**src/rtl/ps2_pkg.sv**
```systemverilog
// Shared PS/2 definitions: transmitter FSM states, frame length, common
// mouse command bytes and the odd-parity helper.
package ps2_pkg;

  typedef enum logic [2:0] {
    IDLE,
    INHIBIT,
    REQ,
    SHIFT,
    ACK,
    WAIT_IDLE
  } state_t;

  // Device falling edges from start of clocking up to the stop bit
  localparam int unsigned PS2_FRAME_FALLS = 10;

  localparam logic [7:0] CMD_RESET  = 8'hFF;
  localparam logic [7:0] CMD_ENABLE = 8'hF4;

  // PS/2 parity bit: set when the data byte holds an even number of ones
  function automatic logic odd_parity(input logic [7:0] d);
    return ~^d;
  endfunction

endpackage

```
**src/rtl/ps2_line_filter.sv**
```systemverilog
// Conditions one asynchronous PS/2 line: 2-flop synchronizer followed by a
// FILTER_LEN-sample debounce, with a one-cycle falling-edge flag.
// Ports:
//   clk, rst : system clock, async active-high reset (filter resets to 1)
//   line_i   : raw line sample
//   level    : filtered level
//   fall     : one-cycle pulse in the first cycle level reads 0 after a 1
module ps2_line_filter #(
  parameter int unsigned FILTER_LEN = 8
) (
  input  logic clk,
  input  logic rst,
  input  logic line_i,
  output logic level,
  output logic fall
);

  localparam int unsigned          CNT_W    = $clog2(FILTER_LEN) + 1;
  localparam logic [CNT_W-1:0]     CNT_LAST = CNT_W'(FILTER_LEN - 1);

  logic             sync1_q, sync1_d;
  logic             sync2_q, sync2_d;
  logic             level_q, level_d;
  logic             fall_q,  fall_d;
  logic [CNT_W-1:0] cnt_q,   cnt_d;

  // Count consecutive samples that disagree with the accepted level
  always_comb begin
    sync1_d = line_i;
    sync2_d = sync1_q;
    level_d = level_q;
    cnt_d   = '0;
    if (sync2_q != level_q) begin
      if (cnt_q == CNT_LAST) begin
        level_d = sync2_q;
      end else begin
        cnt_d = cnt_q + CNT_W'(1);
      end
    end
    fall_d = level_q & ~level_d;
  end

  always_ff @(posedge clk or posedge rst) begin
    if (rst) begin
      sync1_q <= 1'b1;
      sync2_q <= 1'b1;
      level_q <= 1'b1;
      fall_q  <= 1'b0;
      cnt_q   <= '0;
    end else begin
      sync1_q <= sync1_d;
      sync2_q <= sync2_d;
      level_q <= level_d;
      fall_q  <= fall_d;
      cnt_q   <= cnt_d;
    end
  end

  assign level = level_q;
  assign fall  = fall_q;

endmodule

```
**src/rtl/ps2_host_tx.sv**
```systemverilog
// PS/2 host-to-device transmitter: inhibits the bus, requests to send, then
// shifts one command byte (LSB first, odd parity, stop) on device clock
// falls and checks the device ack. Lines are driven via pull-low enables.
// Ports:
//   clk, rst                   : system clock, async active-high reset
//   tx_data, tx_start          : byte and single-cycle request (idle only)
//   tx_busy, tx_done, tx_error : status / completion pulses
//   ps2_clk_i, ps2_data_i      : raw bus samples
//   ps2_clk_oe, ps2_data_oe    : 1 pulls the line low
//   rx_hold                    : receiver should ignore the bus
module ps2_host_tx
  import ps2_pkg::*;
#(
  parameter int unsigned INHIBIT_CYCLES = 13000,
  parameter int unsigned TIMEOUT_CYCLES = 1950000,
  parameter int unsigned FILTER_LEN     = 8
) (
  input  logic       clk,
  input  logic       rst,
  input  logic [7:0] tx_data,
  input  logic       tx_start,
  output logic       tx_busy,
  output logic       tx_done,
  output logic       tx_error,
  input  logic       ps2_clk_i,
  input  logic       ps2_data_i,
  output logic       ps2_clk_oe,
  output logic       ps2_data_oe,
  output logic       rx_hold
);

  localparam int unsigned INH_W = $clog2(INHIBIT_CYCLES) + 1;
  localparam int unsigned TO_W  = $clog2(TIMEOUT_CYCLES) + 1;
  localparam int unsigned BIT_W = $clog2(PS2_FRAME_FALLS) + 1;

  // INHIBIT lasts one cycle less than the clock hold: the first REQ cycle
  // keeps ps2_clk low while the start bit is already on data.
  localparam logic [INH_W-1:0] INH_LAST  = INH_W'(INHIBIT_CYCLES - 2);
  localparam logic [TO_W-1:0]  TO_LAST   = TO_W'(TIMEOUT_CYCLES - 1);
  localparam logic [BIT_W-1:0] STOP_FALL = BIT_W'(PS2_FRAME_FALLS - 1);

  state_t           state_q, state_d;
  logic [INH_W-1:0] inh_cnt_q, inh_cnt_d;
  logic [TO_W-1:0]  to_cnt_q, to_cnt_d;
  logic [BIT_W-1:0] bit_cnt_q, bit_cnt_d;
  logic [8:0]       shift_q, shift_d;
  logic             clk_oe_q, clk_oe_d;
  logic             data_oe_q, data_oe_d;
  logic             busy_q, busy_d;
  logic             done_q, done_d;
  logic             error_q, error_d;
  logic             timed;

  logic clk_lvl, clk_fall;
  logic data_lvl, data_fall_unused;

  ps2_line_filter #(.FILTER_LEN(FILTER_LEN)) u_clk_filt (
    .clk    (clk),
    .rst    (rst),
    .line_i (ps2_clk_i),
    .level  (clk_lvl),
    .fall   (clk_fall)
  );

  ps2_line_filter #(.FILTER_LEN(FILTER_LEN)) u_data_filt (
    .clk    (clk),
    .rst    (rst),
    .line_i (ps2_data_i),
    .level  (data_lvl),
    .fall   (data_fall_unused)
  );

  // Next-state and registered-output logic
  always_comb begin
    state_d   = state_q;
    inh_cnt_d = inh_cnt_q;
    to_cnt_d  = to_cnt_q;
    bit_cnt_d = bit_cnt_q;
    shift_d   = shift_q;
    clk_oe_d  = clk_oe_q;
    data_oe_d = data_oe_q;
    done_d    = 1'b0;
    error_d   = 1'b0;

    timed = (state_q == REQ) || (state_q == SHIFT) ||
            (state_q == ACK) || (state_q == WAIT_IDLE);
    if (timed) begin
      to_cnt_d = to_cnt_q + TO_W'(1);
    end

    if (timed && (to_cnt_q == TO_LAST)) begin
      // Timeout wins over any protocol event in the same cycle
      state_d   = IDLE;
      clk_oe_d  = 1'b0;
      data_oe_d = 1'b0;
      error_d   = 1'b1;
    end else begin
      unique case (state_q)
        IDLE: begin
          clk_oe_d  = 1'b0;
          data_oe_d = 1'b0;
          if (tx_start && !busy_q) begin
            shift_d   = {odd_parity(tx_data), tx_data};
            inh_cnt_d = '0;
            clk_oe_d  = 1'b1;
            state_d   = INHIBIT;
          end
        end
        INHIBIT: begin
          inh_cnt_d = inh_cnt_q + INH_W'(1);
          if (inh_cnt_q == INH_LAST) begin
            data_oe_d = 1'b1;
            to_cnt_d  = '0;
            state_d   = REQ;
          end
        end
        REQ: begin
          clk_oe_d  = 1'b0;
          bit_cnt_d = '0;
          state_d   = SHIFT;
        end
        SHIFT: begin
          if (clk_fall) begin
            bit_cnt_d = bit_cnt_q + BIT_W'(1);
            if (bit_cnt_q == STOP_FALL) begin
              data_oe_d = 1'b0;
              state_d   = ACK;
            end else begin
              data_oe_d = ~shift_q[0];
              shift_d   = {1'b0, shift_q[8:1]};
            end
          end
        end
        ACK: begin
          if (clk_fall) begin
            if (!data_lvl) begin
              state_d = WAIT_IDLE;
            end else begin
              error_d = 1'b1;
              state_d = IDLE;
            end
          end
        end
        WAIT_IDLE: begin
          if (clk_lvl && data_lvl) begin
            done_d  = 1'b1;
            state_d = IDLE;
          end
        end
        default: begin
          clk_oe_d  = 1'b0;
          data_oe_d = 1'b0;
          state_d   = IDLE;
        end
      endcase
    end

    busy_d = (state_d != IDLE);
  end

  always_ff @(posedge clk or posedge rst) begin
    if (rst) begin
      state_q   <= IDLE;
      inh_cnt_q <= '0;
      to_cnt_q  <= '0;
      bit_cnt_q <= '0;
      shift_q   <= '0;
      clk_oe_q  <= 1'b0;
      data_oe_q <= 1'b0;
      busy_q    <= 1'b0;
      done_q    <= 1'b0;
      error_q   <= 1'b0;
    end else begin
      state_q   <= state_d;
      inh_cnt_q <= inh_cnt_d;
      to_cnt_q  <= to_cnt_d;
      bit_cnt_q <= bit_cnt_d;
      shift_q   <= shift_d;
      clk_oe_q  <= clk_oe_d;
      data_oe_q <= data_oe_d;
      busy_q    <= busy_d;
      done_q    <= done_d;
      error_q   <= error_d;
    end
  end

  assign tx_busy     = busy_q;
  assign rx_hold     = busy_q;
  assign tx_done     = done_q;
  assign tx_error    = error_q;
  assign ps2_clk_oe  = clk_oe_q;
  assign ps2_data_oe = data_oe_q;

endmodule

```
**config.mk**
```make
export PLATFORM = sky130hd
export DESIGN_NAME = ps2_host_tx
export DESIGN_NICKNAME = d
export VERILOG_FILES = /design/src/rtl/ps2_pkg.sv /design/src/rtl/ps2_line_filter.sv /design/src/rtl/ps2_host_tx.sv
export SDC_FILE = /design/constraint.sdc
export NUM_CORES = 1
export LEC_CHECK = 0
export ABC_AREA = 0
export ABC_CLOCK_PERIOD_IN_PS = 2300
export BUFFER_PORTS_ARGS = -buffer_cell sky130_fd_sc_hd__buf_2
export CORE_MARGIN = 5
export CORE_UTILIZATION = 61
export CTS_BUF_LIST = sky130_fd_sc_hd__clkbuf_16
export DETAILED_ROUTE_END_ITERATION = 16
export PLACE_DENSITY = 0.9
export SYNTH_ARGS = -nofsm -noshare
export SYNTH_HDL_FRONTEND = slang
export SYNTH_SLANG_ARGS = --single-unit
```
**constraint.sdc**
```tcl
create_clock -name clk -period 2.3 [get_ports clk]
set_input_delay 0.115 -clock clk [delete_from_list [all_inputs] [get_ports clk]]
set_output_delay 0.115 -clock clk [all_outputs]
set_load 0.02 [all_outputs]
```
---- After elaboration in Yosys (flattened, before gate mapping) ----
Index checks and enable logic that the tools add are counted.
word-level totals
  flip-flop bits (word level) ............. 74
  bits in latches ......................... 0
  bits in writable memories ............... 0
  ROM bits ................................ 0
  input bits .............................. 13
  output and inout bits ................... 6
  memories kept ........................... 0
operators by class
  $add $sub $neg .......................... 5
  multiply operators ...................... 0
  div/mod/pow operators ................... 0
  order comparisons ....................... 0
  eq/ne operators ......................... 19
  shift-type cells ........................ 0
  muxes and demuxes ....................... 42
  bitwise operators ....................... 4
  reductions and logical operators ........ 20
operators by type and width
  cell                     count
  $mux W22                 4
  $pmux W15 S2             1
  $mux W9                  3
  $mux W3                  8
  $add A22 B1 Y22 const B  1
  $eq A22 B21 Y1 const B   1
  $pmux W3 S6              1
  $pmux W9 S2              1
  $mux W4                  4
  $add A15 B1 Y15 const B  1
  $eq A15 B14 Y1 const B   1
  $mux W1                  15
  $mux W15                 1
  $pmux W5 S2              1
  $reduce_and A3 Y1        3
  $add A4 B1 Y4 const B    2
  $eq A4 B3 Y1 const B     2
  $reduce_xnor A8 Y1       1
  $eq A3 B2 Y1 const B     2
  $eq A3 B3 Y1 const B     2
  $ne A2 B1 Y1 const B     3
  $reduce_bool A2 Y1       3
  $add A5 B1 Y5 const B    1
  $eq A5 B4 Y1 const B     1
  other kinds (19)         27

---- Longest topological paths before layout ----
Gate-level depths: netlist (run 1).
  depth after elaboration ................. 8
  gate-level depth with buffers ........... 8

---- Modules after synthesis ----
From an unflattened synthesis (run 1), not the netlist that was laid out.
second synthesis, totals
  cells, all modules ...................... 378
  area, all modules ....................... 3832.4 um^2
by module, submodules not included
  module           instances  cells an instance  area an instance (um^2)
  ps2_host_tx      1          334                3201.8
  ps2_line_filter  2          22                 315.3

---- Least setup slack after synthesis (run 1) ----
OpenSTA, ideal clock, no wires.
  path kind ............................... reg2reg
  start point ............................. reg state_q[2]
  end point ............................... reg shift_q[1]
  arrival time ............................ 1785 ps
  required time ........................... 2175 ps
  setup slack ............................. 390 ps
  cell stages (with the launch flop) ...... 7
  buffers on the path ..................... 1
  period minus slack after synthesis ...... 1910 ps
  cells stage by stage .................... dfrtp_1 -> xor2_2 -> nand2_2 -> nor4_4 -> or3_1 -> buf_4 -> mux2_2
between the ends
  word-level cells in the longest chain between the ends .. 7
  elaborated cells between the ends (all ways) .. 16
  those cells by class .................... 7 x eq/ne; 1 x mux; 1 x bitwise; 7 x reduce/logical
ends and longest elaborated chain
  item                             RTL line                              text
  start, declared                  ps2_host_tx.sv:42                     state_t state_q, state_d;
  start signal, assigned           ps2_host_tx.sv:174                    state_q <= state_d;
  $eq A3 B2 Y1 (on tied branches)  ps2_host_tx.sv:85, ps2_host_tx.sv:98
  $logic_or A1 B1 Y1 (2 in a row)  ps2_host_tx.sv:85                     timed = (state_q == REQ) || (state_q == SHIFT) ||
  $logic_or A1 B1 Y1               ps2_host_tx.sv:86                     (state_q == ACK) || (state_q == WAIT_IDLE);
  $logic_and A1 B1 Y1              ps2_host_tx.sv:91                     if (timed && (to_cnt_q == TO_LAST)) begin
  $not A1 Y1 (no line)             n/a
  $reduce_and A5 Y1 (no line)      n/a
  end signal, assigned             ps2_host_tx.sv:178                    shift_q <= shift_d;
  end, declared                    ps2_host_tx.sv:46                     logic [8:0] shift_q, shift_d;
Several ways; a longest one is shown, not always the timed one.
A chain may end at the register's enable or synchronous reset.

---- Worst setup path after layout (run 1) ----
  start point ............................. reg state_q[2]
  end point ............................... reg to_cnt_q[20]
between the ends
  word-level cells in the longest chain between the ends .. 8
  elaborated cells between the ends (all ways) .. 13
  those cells by class .................... 5 x eq/ne; 4 x mux; 4 x reduce/logical
ends and longest elaborated chain
  item                             RTL line            text
  $eq A3 B2 Y1                     ps2_host_tx.sv:85
  $logic_or A1 B1 Y1 (2 in a row)  ps2_host_tx.sv:85
  $logic_or A1 B1 Y1               ps2_host_tx.sv:86
  $mux W22                         ps2_host_tx.sv:87   if (timed) begin
  $mux W22                         ps2_host_tx.sv:111  if (inh_cnt_q == INH_LAST) begin
  $mux W22                         ps2_host_tx.sv:98   unique case (state_q)
  $mux W22 *                       ps2_host_tx.sv:91
  net to_cnt_d[20]                 ps2_host_tx.sv:44   logic [TO_W-1:0] to_cnt_q, to_cnt_d;
  end signal, assigned             ps2_host_tx.sv:176  to_cnt_q <= to_cnt_d;
  end, declared                    ps2_host_tx.sv:44
The timed path passes the listed nets; every way through them passes the cells marked *.

==> metrics.yaml, run 1 <==
run_status:
  status: "completed"
grt:
  grt_start_max_net_pins: 30
  antenna_found_initial: 0
  grt_pass1_wl_mm: 13.7
  first_global_vias: 2907
  grt.total_usage_pct: 22.8
  grt_ovf: 0
synthesis:
  synthDominantCellAreaShare_pct: 45.3
  synth_edf_count: 0
  yosys.cell_types.count: 50
  yosys-top-cells-count: "dfrtp_1 (68), nor2_1 (48), nand2_1 (20), nand3_1 (20), xor2_1 (20)"
  yosys.cell_count.top_type: "dfrtp_1"
  seq_area_frac_synth_pct: 49.5
  synth_area_per_cell_sq_um: 10.3
  proportion_of_register_bits_with_asynchronous_set_or_reset_after_synthesis_pct: 100
  yosysTopAreaCell: "dfrtp_1"
  postSynthRegisterBits: 74
  postSynth.topFlopCell: "dfrtp_1"
  synth_area_leaders: "dfrtp_1 (45%), mux2_2 (5.4%), nor2_1 (4.8%)"
  synth.net_count: 383
  postSynthCellCount: 363
  synth_area_sq_um: 3750
  ys_warn_count: 0
sta:
  clk_skew_ps: 9.90
  post-route-period-util_pct: 90.2
  slew_viol_final: 0
  finalWorstPathRequiredPeriod_ps: 2080
  setup_viol: 0
  setup_repair_after_global_routing_missed_its_margin: "no"
  max_slew_margin_pct: 53.7
  setup-tns-final_ps: 0
  achievable-frequency_mhz: 482
  final-hold-violation-count: 0
  fin_worst_hold_slack_ps: 182
  max_slew.worst_pin.slew_ps: 695
route:
  avgViaCountPerCell: 5.97
  post_drt_wl_per_cell_um: 16.9
  drt_iter0_drc: 146
  detailedRoute.firstPassIterationCount: 4
  detailroute.via_count: 2808
  drt_drc_violations_left: 0
  finalWirelength_mm: 7.94
  post_drt_antenna_nets: 0
clock_network:
  clock_path_buffers: 2
  cts_root_buf: "clkbuf_16"
  cts_tree: "built"
  htree_levels: 3
  numCtsBuffers: 9
  worst_skew_pair_later_pin_latency_ps: 330
  cts.clk_slew.worst_paths_ps: 50
  post-cts-setup-buffers: 0
  clock_sinks: 74
worst_setup_path:
  start_kind: "flip-flop"
  setup.worst_path.end_class: "flip-flop"
  cp_data_required_time_ps: 2550
  critPathArrivalTime_ps: 2330
  worst-setup-path-type: "flip-flop to flip-flop"
  path_max_fanout: 12
floorplanning:
  die_width_um: 88.5
  io_pins: 19
  rows: 28
  initial_utilization_pct: 63.0
  die_h_um: 88.5
  total_die_area_sq_um: 7820
  fp.coreArea_sq_um: 5960
cells_and_area:
  insertedDiodeCount: 0
  finalNetCount: 410
  final_layout_size_suffix_gt1_share_pct: 18.2
  flow.area_growth_from_synthesis_pct: 13.4
power:
  p_per_area_nw_per_um2: 704
  swShare_pct: 22.8
  p_clk_share_pct: 44.2
  leakagePower_nw: 2.00
  p_sw_w: 0.000684
  sequentialPowerShare_pct: 48.5
  vdd.ir_drop.worst_v: 0.000454
  comb_power_share_pct: 7.2
  p_int_w: 0.00231
placed_design:
  post-dp-hpwl_mm: 5.31
  place.gp.congestion: 0.894
  buffer_ports.inserted: 18
job:
  max_cap_violations: 0
min_path:
  min-delay-path-class: "input pin to flip-flop"
## timing repair
item,CTS,global route
hold buffers,3,0
endpoints found under the hold margin,25,0
setup endpoints to repair,0,7
gates resized for setup,0,1
## logic make-up after synthesis
logic type / synth area share [%]
buffers and inverters: 2.33
AND/OR/NAND/NOR: 23.3
adder cells (fa/ha/maj): 2.33
XOR/XNOR: 9.53
flip-flops: 49.5
multiplexers: 5.96
AO/OA/AOI/OAI: 7.03
## cell usage in the layout, fill, tap and decap left out, drive strengths merged, types with 4 or more instances in the layout
| cell | netlist | routed |
|---|---|---|
| nor3 | 7 | 7 |
| inv | 6 | 8 |
| clkbuf | 8 | 9 |
| and3 | 7 | 7 |
| ha | 7 | 7 |
| nand2b | 5 | 5 |
| dfstp | 6 | 6 |
| nor3b | 6 | 6 |
| xor2 | 21 | 21 |
| mux2 | 19 | 19 |
| a21oi | 15 | 15 |
| dfrtp | 68 | 68 |
| nand2 | 21 | 21 |
| nand4 | 11 | 11 |
| nor2 | 48 | 48 |
| xnor2 | 19 | 19 |
| buf | 6 | 27 |
| nor4b | 4 | 4 |
| clkinv | 0 | 4 |
| nor4 | 4 | 4 |
| nand3 | 20 | 20 |
| o21ai | 10 | 10 |
| or3 | 7 | 7 |
| nor2b | 5 | 5 |
## critical path, cell delays in order (launching register included)
cell and delay (ps):
dfrtp_1 580, xor2_2 220, buf_4 190, nor3b_4 330, nand3_1 200, or3_1 340
a21oi_1 140
## power by group through the flow
stage / Combinational [W] / Clock (W) / Sequential (W)
2_1_floorplan: 0.000164 / 0 / 0.00145
3_3_place_gp: 0.000202 / 0 / 0.00146
3_5_place_dp: 0.000211 / 0 / 0.00147
4_1_cts: 0.000221 / 0.00134 / 0.00145
5_1_grt: 0.000247 / 0.00141 / 0.00146
6_report: 0.000217 / 0.00133 / 0.00145
## per-stage QoR
stage          area (sq um)  instances  util [%]  total power, W  worst slack [ps]
4_1_cts                4250        470      71.4         0.00302               138
6_report               4260        470      71.5         0.00300               225
3_5_place_dp           3940        451      66.2         0.00169               188
5_1_grt                4260        470      71.5         0.00312              58.6
2_1_floorplan          3750        363         -         0.00161               313
3_3_place_gp           3940        451      66.2         0.00167               284
## per-layer routing
metal / vias up / share of wire [%] / GRT usage [%]
met5: - / 0 / 0
met4: 0 / 1.8 / 10.0
met3: 13 / 3.6 / 4.47
met2: 62 / 51 / 36.5
met1: 1391 / 44 / 30.2
li1: 1342 / - / -
## final timing paths
| path | cells past startpoint | end | start | slack (ps) |
|---|---|---|---|---|
| max | 6 | to_cnt_q[20]$_DFF_PP0_ | state_q[2]$_DFF_PP0_ | 220 |
| min | 3 | shift_q[5]$_DFFE_PP0P_ | tx_data[5] | 180 |
| max reg2reg | 6 | to_cnt_q[20]$_DFF_PP0_ | state_q[2]$_DFF_PP0_ | 220 |
| min reg2reg | 0 | u_clk_filt.sync2_q$_DFF_PP1_ | u_clk_filt.sync1_q$_DFF_PP1_ | 350 |
| max in group asynchronous | 4 | u_data_filt.sync1_q$_DFF_PP1_ | rst | 1110 |
| min in group asynchronous | 3 | inh_cnt_q[0]$_DFFE_PP0P_ | rst | 410 |
## flip-flops by register name, summed over array words and instances (netlist names), 3 cells and up
| name | count |
|---|---|
| u_data_filt.cnt_q | 4 |
| inh_cnt_q | 15 |
| u_clk_filt.cnt_q | 4 |
| to_cnt_q | 22 |
| shift_q | 9 |
| bit_cnt_q | 5 |
| state_q | 3 |
## final cells by class
class	count	area [sq um]
Sequential cell	74	1860
Multi-Input combinational cell	269	1810
Fill cell	420	1700
Clock buffer	9	225
Timing Repair Buffer	30	188
Tap cell	75	93.8
Clock inverter	7	55.1
Inverter	6	22.5
Power figures use the tool's default switching activity.
==> run 2, diff against run 1 <==
MAX_ROUTING_LAYER = met4   (was unset)
==> run 2 against run 1 <==
Against the previous run:
- flip-flop and latch count stayed put
- wire length is 0.62% lower
- sequential power hardly changed
- critical path type unchanged
- worst setup slack better by 5.3 ps
- total power is 0.14% lower
- cell area stayed put
- register-to-register slack hardly changed
- global-route usage is 0.71 points higher
- sequential share of layout area stayed put
- non-clock buffer count stayed put
==> metrics.yaml, run 2 (synthesis gave the netlist of run 1 again) <==
cells_and_area:
  final_layout_size_suffix_gt1_share_pct: 18.2
  flow.area_growth_from_synthesis_pct: 13.4
  insertedDiodeCount: 0
  final_util_pct: 71.5
  largest_register: "to_cnt_q"
  largest_register_ffs: 22
  largest_registers: "to_cnt_q (22), inh_cnt_q (15), shift_q (9)"
  finalNetCount: 410
  final_cell_count_no_fill: 470
  layout_common_cells: "dfrtp_1 (68), nor2_1 (48), nand2_1 (20), nand3_1 (20), xor2_1 (20)"
  layout_commonest_cell: "dfrtp_1"
  design_area_sq_um: 4260
sta:
  setup-tns-final_ps: 0
  max_slew_margin_pct: 54.5
  achievable-frequency_mhz: 483
  setup_viol: 0
  finalWorstPathRequiredPeriod_ps: 2070
  final-hold-violation-count: 0
  post-route-period-util_pct: 90.0
  setup_repair_after_global_routing_missed_its_margin: "no"
  max_slew.worst_pin.slew_ps: 681
  clk_skew_ps: 11.1
  slew_viol_final: 0
route:
  post_drt_antenna_nets: 0
  detailedRoute.firstPassIterationCount: 4
  avgViaCountPerCell: 5.95
  detailroute.via_count: 2797
  drt_iter0_drc: 149
  drt_drc_violations_left: 0
  finalWirelength_mm: 7.89
  post_drt_wl_per_cell_um: 16.8
floorplanning:
  initial_utilization_pct: 63.0
  die_width_um: 88.5
  io_pins: 19
  total_die_area_sq_um: 7820
  fp.coreArea_sq_um: 5960
  die_h_um: 88.5
  rows: 28
grt:
  grt_start_max_net_pins: 30
  grt_pass1_wl_mm: 13.7
  first_global_vias: 2910
  grt_ovf: 0
  grt.total_usage_pct: 23.5
  antenna_found_initial: 0
min_path:
  min-delay-path-class: "input pin to flip-flop"
  min-delay-start: "tx_data[5]"
clock_network:
  clock_sinks: 74
  cts_tree: "built"
  htree_levels: 3
  numCtsBuffers: 9
  post-cts-setup-buffers: 0
  clock_path_buffers: 2
  cts.clk_slew.worst_paths_ps: 50
  cts_root_buf: "clkbuf_16"
  worst_skew_pair_later_pin_latency_ps: 330
placed_design:
  post-dp-hpwl_mm: 5.31
  place.gp.congestion: 0.910
  place_inst: 451
  placement.cell_area_sq_um: 3940
  buffer_ports.inserted: 18
power:
  leakagePower_nw: 2.00
  p_per_area_nw_per_um2: 703
  vdd.ir_drop.worst_v: 0.000454
  totalPowerFinal_w: 0.00299
worst_setup_path:
  crit-reg2reg-launch: "state_q[2]$_DFF_PP0_"
  critPathArrivalTime_ps: 2320
  cp_data_required_time_ps: 2550
  worstSetupStartpoint: "state_q[2]$_DFF_PP0_"
  worst-setup-path-type: "flip-flop to flip-flop"
  path_max_fanout: 12
  start_kind: "flip-flop"
  setup.worst_path.end_class: "flip-flop"
job:
  max_cap_violations: 0
run_status:
  status: "completed"
==> run 2: per-stage QoR <==
step           hold WS (ps)  worst slack, ps
2_1_floorplan           119              313
5_1_grt                 192             58.6
3_5_place_dp            229              188
4_1_cts                 172              138
3_3_place_gp            229              284
6_report                181              230
==> run 2: path summary, 6_finish.rpt <==
kind / end / slack [ps] / cells after the start
hold reg to reg: u_clk_filt.sync2_q$_DFF_PP1_ / 350 / 0
setup / recovery: to_cnt_q[20]$_DFF_PP0_ / 230 / 6
setup reg to reg: to_cnt_q[20]$_DFF_PP0_ / 230 / 6
hold / removal: shift_q[5]$_DFFE_PP0P_ / 180 / 3
min in group asynchronous: inh_cnt_q[0]$_DFFE_PP0P_ / 410 / 3
max in group asynchronous: u_data_filt.sync1_q$_DFF_PP1_ / 1110 / 4
==> run 2: layout make-up <==
type | count | area [sq um]
fill | 420 | 1700
clock buffer | 9 | 225
timing repair buffer | 30 | 188
sequential | 74 | 1860
clock inverter | 7 | 55.1
multi-input combinational | 269 | 1810
tap | 75 | 93.8
inverter | 6 | 22.5
==> run 2: routing by layer <==
metal / track usage [%] / vias to the layer above / share of wire [%] / wire, um
li1: - / 1341 / - / -
met1: 30.2 / 1393 / 44 / 3510
met2: 36.5 / 55 / 52 / 4080
met3: 4.47 / 8 / 2.9 / 227
met4: 10.0 / 0 / 0.91 / 72
met5: - / - / 0 / 0
==> run 2: power breakdown <==
group / internal [W] / switching, W / leakage (nW)
combinational: 0.000111 / 0.000106 / 0.867
clock: 0.000820 / 0.000503 / 0.147
sequential: 0.00138 / 0.0000709 / 0.982
==> run 2: critical path: stages, from the launching register on <==
cell     delay [ps]
dfrtp_1         580
xor2_2          220
buf_4           190
nor3b_4         330
nand3_1         200
or3_1           340
a21oi_1         140
==> run 2: what timing repair did <==
item,CTS,global route
endpoints found under the setup margin,0,7
hold buffers,3,0
resized for setup,0,1
endpoints found under the hold margin,25,0
